[config.mk]
export PLATFORM = sky130hd
export DESIGN_NAME = wb_dbg_master_flat
export DESIGN_NICKNAME = d
export VERILOG_FILES = /design/src/rtl/wb_dbg_master_pkg.sv /design/src/rtl/wb_dbg_master_if.sv /design/src/rtl/wb_dbg_master.sv /design/src/flat_wrapper.sv
export SDC_FILE = /design/constraint.sdc
export NUM_CORES = 1
export LEC_CHECK = 0
export ABC_AREA = 1
export ABC_CLOCK_PERIOD_IN_PS = 1800
export BUFFER_PORTS_ARGS = -buffer_cell sky130_fd_sc_hd__clkbuf_2
export CORE_MARGIN = 2
export CORE_UTILIZATION = 53
export CTS_CLUSTER_SIZE = 20
export DETAILED_ROUTE_END_ITERATION = 10
export HOLD_SLACK_MARGIN = 0.15
export PLACE_DENSITY_LB_ADDON = 0.3
export SLEW_MARGIN = 20
export SYNTH_ARGS = -nofsm -noshare
export SYNTH_HDL_FRONTEND = slang
export SYNTH_SLANG_ARGS = --single-unit
[constraint.sdc]
create_clock -name clk -period 1.8 [get_ports clk]
set_input_delay 0.09 -clock clk [delete_from_list [all_inputs] [get_ports clk]]
set_output_delay 0.09 -clock clk [all_outputs]
set_load 0.02 [all_outputs]
[src/rtl/wb_dbg_master_pkg.sv]
// Shared constants for the serial-command Wishbone debug initiator: command/response bytes,
// FSM state encoding and bus widths.
package wb_dbg_pkg;

  localparam int unsigned ADR_W = 32;
  localparam int unsigned DAT_W = 32;
  localparam int unsigned SEL_W = 4;

  localparam logic [7:0] CMD_WRITE = 8'h57;
  localparam logic [7:0] CMD_READ  = 8'h52;
  localparam logic [7:0] RSP_OK    = 8'h2E;
  localparam logic [7:0] RSP_ERR   = 8'h21;

  localparam logic [2:0] ST_IDLE = 3'd0;
  localparam logic [2:0] ST_ADDR = 3'd1;
  localparam logic [2:0] ST_DATA = 3'd2;
  localparam logic [2:0] ST_BUS  = 3'd3;
  localparam logic [2:0] ST_SEND = 3'd4;

endpackage

[src/rtl/wb_dbg_master_if.sv]
// Wishbone initiator-side signal bundle; master modport faces the debug FSM,
// slave modport faces the interconnect port.
interface wb_dbg_master_if
  import wb_dbg_pkg::*;
();

  logic [ADR_W-1:0] wb_adr_o;
  logic [DAT_W-1:0] wb_dat_o;
  logic [DAT_W-1:0] wb_dat_i;
  logic [SEL_W-1:0] wb_sel_o;
  logic             wb_we_o;
  logic             wb_cyc_o;
  logic             wb_stb_o;
  logic             wb_ack_i;
  logic             wb_err_i;

  modport master (
    output wb_adr_o, wb_dat_o, wb_sel_o, wb_we_o, wb_cyc_o, wb_stb_o,
    input  wb_dat_i, wb_ack_i, wb_err_i
  );

  modport slave (
    input  wb_adr_o, wb_dat_o, wb_sel_o, wb_we_o, wb_cyc_o, wb_stb_o,
    output wb_dat_i, wb_ack_i, wb_err_i
  );

endinterface

[src/rtl/wb_dbg_master.sv]
// Byte-stream to single 32-bit Wishbone read/write bridge with byte responses.
// Optional bus-ack timeout enabled by defining WB_DBG_TIMEOUT_EN.
module wb_dbg_master
  import wb_dbg_pkg::*;
#(
  parameter int unsigned TIMEOUT = 1024
) (
  input  logic       clk,
  input  logic       reset,
  input  logic [7:0] rx_data,
  input  logic       rx_valid,
  output logic [7:0] tx_data,
  output logic       tx_valid,
  input  logic       tx_ready,
  wb_dbg_master_if.master wb,
  output logic       busy
);

  logic [2:0]       state_q, state_n;
  logic [1:0]       cnt_q, cnt_n;
  logic             we_q, we_n;
  logic [ADR_W-1:0] adr_q, adr_n;
  logic [DAT_W-1:0] dat_q, dat_n;
  logic [DAT_W-1:0] rd_q, rd_n;
  logic             err_q, err_n;
  logic             cyc_q, cyc_n;
  logic [SEL_W-1:0] sel_q;
  logic [7:0]       tx_data_q, tx_data_n;
  logic             tx_valid_q, tx_valid_n;
  logic             busy_q;
  logic             tmo_hit;

`ifdef WB_DBG_TIMEOUT_EN
  localparam int unsigned TMO_W = $clog2(TIMEOUT + 1);
  logic [TMO_W-1:0] tmo_q;

  // Counts cycles spent in BUS; held at zero everywhere else so each cycle starts fresh.
  always_ff @(posedge clk) begin
    if (reset || state_q != ST_BUS) tmo_q <= '0;
    else                            tmo_q <= tmo_q + TMO_W'(1);
  end

  assign tmo_hit = (state_q == ST_BUS) && (tmo_q == TMO_W'(TIMEOUT - 1));
`else
  logic [31:0] unused_timeout;
  assign unused_timeout = 32'(TIMEOUT);
  assign tmo_hit        = 1'b0;
`endif

  always_ff @(posedge clk) begin
    if (reset) begin
      state_q    <= ST_IDLE;
      cnt_q      <= '0;
      we_q       <= 1'b0;
      adr_q      <= '0;
      dat_q      <= '0;
      rd_q       <= '0;
      err_q      <= 1'b0;
      cyc_q      <= 1'b0;
      sel_q      <= '0;
      tx_data_q  <= '0;
      tx_valid_q <= 1'b0;
      busy_q     <= 1'b0;
    end else begin
      state_q    <= state_n;
      cnt_q      <= cnt_n;
      we_q       <= we_n;
      adr_q      <= adr_n;
      dat_q      <= dat_n;
      rd_q       <= rd_n;
      err_q      <= err_n;
      cyc_q      <= cyc_n;
      sel_q      <= {SEL_W{cyc_n}};
      tx_data_q  <= tx_data_n;
      tx_valid_q <= tx_valid_n;
      busy_q     <= (state_n != ST_IDLE);
    end
  end

  always_comb begin
    state_n    = state_q;
    cnt_n      = cnt_q;
    we_n       = we_q;
    adr_n      = adr_q;
    dat_n      = dat_q;
    rd_n       = rd_q;
    err_n      = err_q;
    cyc_n      = cyc_q;
    tx_data_n  = tx_data_q;
    tx_valid_n = tx_valid_q;

    case (state_q)
      ST_IDLE: begin
        if (rx_valid && (rx_data == CMD_WRITE || rx_data == CMD_READ)) begin
          we_n    = (rx_data == CMD_WRITE);
          cnt_n   = '0;
          state_n = ST_ADDR;
        end
      end
      ST_ADDR: begin
        if (rx_valid) begin
          adr_n = {adr_q[ADR_W-9:0], rx_data};
          cnt_n = cnt_q + 2'd1;
          if (cnt_q == 2'd3) begin
            if (we_q) begin
              state_n = ST_DATA;
            end else begin
              state_n = ST_BUS;
              cyc_n   = 1'b1;
            end
          end
        end
      end
      ST_DATA: begin
        if (rx_valid) begin
          dat_n = {dat_q[DAT_W-9:0], rx_data};
          cnt_n = cnt_q + 2'd1;
          if (cnt_q == 2'd3) begin
            state_n = ST_BUS;
            cyc_n   = 1'b1;
          end
        end
      end
      ST_BUS: begin
        if (wb.wb_ack_i || wb.wb_err_i) begin
          cyc_n   = 1'b0;
          err_n   = wb.wb_err_i;
          state_n = ST_SEND;
          if (!we_q && !wb.wb_err_i) rd_n = wb.wb_dat_i;
        end else if (tmo_hit) begin
          cyc_n   = 1'b0;
          err_n   = 1'b1;
          state_n = ST_SEND;
        end
      end
      ST_SEND: begin
        // First SEND cycle loads the response; rd_q shifts so its top byte is always on the wire.
        if (!tx_valid_q) begin
          tx_valid_n = 1'b1;
          cnt_n      = '0;
          tx_data_n  = err_q ? RSP_ERR : (we_q ? RSP_OK : rd_q[31:24]);
        end else if (tx_ready) begin
          if (err_q || we_q || cnt_q == 2'd3) begin
            tx_valid_n = 1'b0;
            state_n    = ST_IDLE;
          end else begin
            cnt_n     = cnt_q + 2'd1;
            tx_data_n = rd_q[23:16];
            rd_n      = {rd_q[23:0], 8'h00};
          end
        end
      end
      default: begin
        state_n    = ST_IDLE;
        cyc_n      = 1'b0;
        tx_valid_n = 1'b0;
      end
    endcase
  end

  assign wb.wb_adr_o = adr_q;
  assign wb.wb_dat_o = dat_q;
  assign wb.wb_sel_o = sel_q;
  assign wb.wb_we_o  = we_q;
  assign wb.wb_cyc_o = cyc_q;
  assign wb.wb_stb_o = cyc_q;
  assign tx_data     = tx_data_q;
  assign tx_valid    = tx_valid_q;
  assign busy        = busy_q;

endmodule

[src/flat_wrapper.sv]
// flat-port wrapper written by rule: the top's interface ports become plain ports
module wb_dbg_master_flat import wb_dbg_pkg::*;
#(
  parameter int unsigned TIMEOUT = 1024
)
  (clk, reset, rx_data, rx_valid, tx_data, tx_valid, tx_ready, busy, wb_wb_adr_o, wb_wb_dat_o, wb_wb_sel_o, wb_wb_we_o, wb_wb_cyc_o, wb_wb_stb_o, wb_wb_dat_i, wb_wb_ack_i, wb_wb_err_i);
  wb_dbg_master_if wb_i ();
  input  logic clk;
  input  logic reset;
  input  logic [7:0] rx_data;
  input  logic rx_valid;
  output logic [7:0] tx_data;
  output logic tx_valid;
  input  logic tx_ready;
  output logic busy;
  output wire logic [$bits(wb_i.wb_adr_o)-1:0] wb_wb_adr_o;
  output wire logic [$bits(wb_i.wb_dat_o)-1:0] wb_wb_dat_o;
  output wire logic [$bits(wb_i.wb_sel_o)-1:0] wb_wb_sel_o;
  output wire logic [$bits(wb_i.wb_we_o)-1:0] wb_wb_we_o;
  output wire logic [$bits(wb_i.wb_cyc_o)-1:0] wb_wb_cyc_o;
  output wire logic [$bits(wb_i.wb_stb_o)-1:0] wb_wb_stb_o;
  input wire logic [$bits(wb_i.wb_dat_i)-1:0] wb_wb_dat_i;
  input wire logic [$bits(wb_i.wb_ack_i)-1:0] wb_wb_ack_i;
  input wire logic [$bits(wb_i.wb_err_i)-1:0] wb_wb_err_i;
  assign wb_wb_adr_o = wb_i.wb_adr_o;
  assign wb_wb_dat_o = wb_i.wb_dat_o;
  assign wb_wb_sel_o = wb_i.wb_sel_o;
  assign wb_wb_we_o = wb_i.wb_we_o;
  assign wb_wb_cyc_o = wb_i.wb_cyc_o;
  assign wb_wb_stb_o = wb_i.wb_stb_o;
  assign wb_i.wb_dat_i = wb_wb_dat_i;
  assign wb_i.wb_ack_i = wb_wb_ack_i;
  assign wb_i.wb_err_i = wb_wb_err_i;
  wb_dbg_master #(.TIMEOUT(TIMEOUT)) u_core (.clk(clk), .reset(reset), .rx_data(rx_data), .rx_valid(rx_valid), .tx_data(tx_data), .tx_valid(tx_valid), .tx_ready(tx_ready), .wb(wb_i), .busy(busy));
endmodule
==> results.yml <==
run_status:
  outcome: "finished clean"
logic_synthesis:
  synth_common_cells: "nand2_1 (153), nor2_1 (128), dfxtp_1 (114)"
  ys_warn_count: 0
  synthTopCellsByArea: "dfxtp_1 (47%), nand2_1 (12%), nor2_1 (9.9%)"
  async_reset_ff_frac: 0
  synth_top_area_frac: 0.468
  yosysMostFrequentCell: "nand2_1"
  ys_types: 28
  syn_area_um2: 4880
  synth_edf_count: 0
  mappedNetlistNets: 751
  synth_flop_cell: "dfxtp_1"
  yosys_register_bits: 114
  yosysSeqAreaShare: 0.468
  yosysTopAreaCell: "dfxtp_1"
  avgSynthCellArea_um2: 6.93
  synthCells: 704
place:
  dpl.hpwl_um: 8070
  place.port_buffers: 126
  place_congestion: 0.817
route:
  wire_per_inst_um: 13.7
  initialDrtViolationCount: 337
  drc: 0
  via_count: 5275
  dr.pass1.iters: 7
  ant_nets: 0
  via_per_inst: 5.28
  postRouteWirelength_um: 13700
global_route:
  grt_pass1_wl_um: 21500
  first_global_vias: 4793
  antenna_found_initial: 0
  grt-ovfl-total: 0
  track_usage: 0.268
  grt_max_degree: 57
layout:
  antenna_cells: 0
  final_layout_size_suffix_gt1_frac: 0.234
  nFillCells: 670
  final_util: 0.754
  multi_input_area_um2: 2160
  area_growth_pct: 40.2
  nNetsFinal: 923
  seqCellArea_um2: 2280
worst_setup_path:
  crit_family: "simple AND/OR/NAND/NOR gates"
  crit_required_ns: 2.25
  regToRegSetupSlack_ns: 0.003
  r2r_end: "u_core.rd_q[18]"
  cpMostUsedCell: "nand2_1"
  cp_num_buf_inv: 3
  cp-start-kind: "register"
  path_cells: "ha_1 -> inv_1 -> nand2_2 -> o21ai_4 -> nand3_4 -> buf_4 -> clkbuf_16 -> nand2_1 -> nand2_1 -> nor2_1"
  crit-reg2reg-launch: "u_core.cnt_q[0]"
  endpoint_kind: "register"
  reg2reg_depth: 10
  crit_type: "reg -> reg"
  path_max_fanout: 11
  arrival_ns: 2.24
  max_stage_delay_ns: 0.33
  cpMaxStageDelayCell: "dfxtp_1"
timing:
  max_freq_mhz: 556
  period_share: 0.999
  period_minus_slack_ns: 1.80
  report.final.setup_viol: 0
  clock_skew_ns: 0.0104
  slew_violations: 0
  finalHoldViolCount: 0
  max-slew-margin-rel: 0.600
  worstMarginPinSlew_ns: 0.599
cts:
  cts_max_level: 4
  cts.sinks: 114
  cts_tree: "done"
  cts.reportedPaths.clkPinSlew_ns: 0.06
  cts_buffer_depth: 2
  cts-root-buf: "clkbuf_8"
  worstSkewPairLatency_ns: 0.52
  numCtsBuffers: 17
worst_hold_path:
  hold_end: "u_core.wb.wb_adr_o[5]"
  hp-start: "rx_data[5]"
  hold_path_depth: 4
  min-delay-path-class: "in -> reg"
floorplan:
  initial_core_util: 0.538
  dieArea_um2: 9990
  rows: 35
  fp.dieH_um: 99.9
  die_w_um: 99.9
  num_io_pins: 127
  core-area_um2: 9060
power:
  ir_drop_v: 0.000653
  p_leak_uw: 0.00339
  p_per_area_nw_per_um2: 964
  p_total_uw: 6590
flow_run:
  cap_violations: 0
per-layer routing:
metal / vias to the layer above / GRT usage / wire length, µm
li1: 2584 / - / -
met4: 0 / 0.100 / 299
met2: 252 / 0.453 / 6640
met1: 2403 / 0.328 / 5730
met3: 36 / 0.0710 / 1030
met5: - / 0 / 0
tightest hold or removal path, delay by kind of cell:
kind	cells	cell delay (ns)
AOI/OAI and AO/OA	1	0.06
buffers and inverters	2	0.64
and+or+nand+nor	1	0.08
layout make-up:
type / instances / share of cell area
Multi-Input combinational cell: 483 / 0.316
Clock inverter: 14 / 0.0366
Tap cell: 111 / 0.0203
Timing Repair Buffer: 199 / 0.198
Clock buffer: 18 / 0.0626
Inverter: 61 / 0.0335
Sequential cell: 114 / 0.334
cell usage in the layout, fill, tap and decap left out, types with 3 or more instances in the layout:
| cell | Yosys | layout |
|---|---|---|
| inv_2 | 3 | 3 |
| dfxtp_1 | 114 | 114 |
| clkbuf_2 | 0 | 126 |
| nor2_2 | 10 | 12 |
| nor2_1 | 128 | 126 |
| inv_1 | 56 | 56 |
| nand4_1 | 5 | 5 |
| dlygate4sd3_1 | 0 | 46 |
| clkbuf_16 | 0 | 18 |
| nand2_2 | 2 | 3 |
| o21ai_1 | 4 | 3 |
| buf_4 | 6 | 22 |
| a21oi_1 | 52 | 52 |
| nand3_1 | 44 | 44 |
| inv_6 | 0 | 3 |
| clkinv_4 | 0 | 5 |
| nand2_1 | 153 | 152 |
| o21ai_0 | 74 | 74 |
| bufinv_16 | 0 | 6 |
through the flow:
step / instance area [µm²] / setup TNS (ns) / instances / setup WS (ns) / hold WS (ns)
after CTS: 6720 / 0 / 991 / 0.0472 / 0.381
final: 6840 / 0 / 1000 / 0.00266 / 0.408
after global placement: 5580 / 0 / 913 / 0.175 / 0.361
after floorplan: 4880 / 0 / 704 / 0.222 / 0.171
after global routing: 6840 / -0.0888 / 1000 / -0.0402 / 0.414
after detailed placement: 5580 / 0 / 913 / 0.0734 / 0.358
state kept, by name, summed over array words and instances (netlist names):
| name | cells |
|---|---|
| u_core.rd_q | 32 |
| u_core.err_q | 1 |
| u_core.busy | 1 |
| u_core.cnt_q | 2 |
| u_core.wb.wb_we_o | 1 |
| u_core.wb.wb_adr_o | 32 |
| u_core.state_q | 3 |
| u_core.tx_data | 8 |
| u_core.tx_valid | 1 |
| u_core.wb.wb_cyc_o | 1 |
| u_core.wb.wb_dat_o | 32 |
what timing repair did:
action,4_1_cts,5_1_grt
resized for setup,0,6
setup endpoints to repair,0,16
hold buffers,46,0
setup buffers,0,7
hold endpoints to repair,69,0
worst max path at each step:
stage,to,slack (ns),depth (start not counted),from
finish,u_core.rd_q[18],0.003,10,u_core.cnt_q[0]
global route,u_core.rd_q[18],-0.04,10,u_core.cnt_q[0]
CTS,u_core.rd_q[1],0.05,8,u_core.cnt_q[0]
detailed placement,u_core.rd_q[1],0.07,8,u_core.cnt_q[0]
global placement,u_core.rd_q[4],0.18,8,u_core.cnt_q[0]
floorplan,u_core.rd_q[17],0.22,7,u_core.wb.wb_we_o
where the power goes:
part / internal (µW) / leakage [µW] / switching [µW]
registers: 2520 / 0.000918 / 0.505
clock network: 2590 / 0.000331 / 1230
logic: 126 / 0.00215 / 124
kinds of logic (layout without fill, tap and decap cells):
| logic type | count (synthesis) | in the layout | share of synthesized area |
|---|---|---|---|
| adders and majority gates | 1 | 1 | 0.00257 |
| buffers and inverters | 107 | 292 | 0.0931 |
| AOI/OAI and AO/OA | 136 | 136 | 0.144 |
| and+or+nand+nor | 346 | 346 | 0.292 |
| DFF | 114 | 114 | 0.468 |
Note: power is estimated with default switching activity, not from simulation.
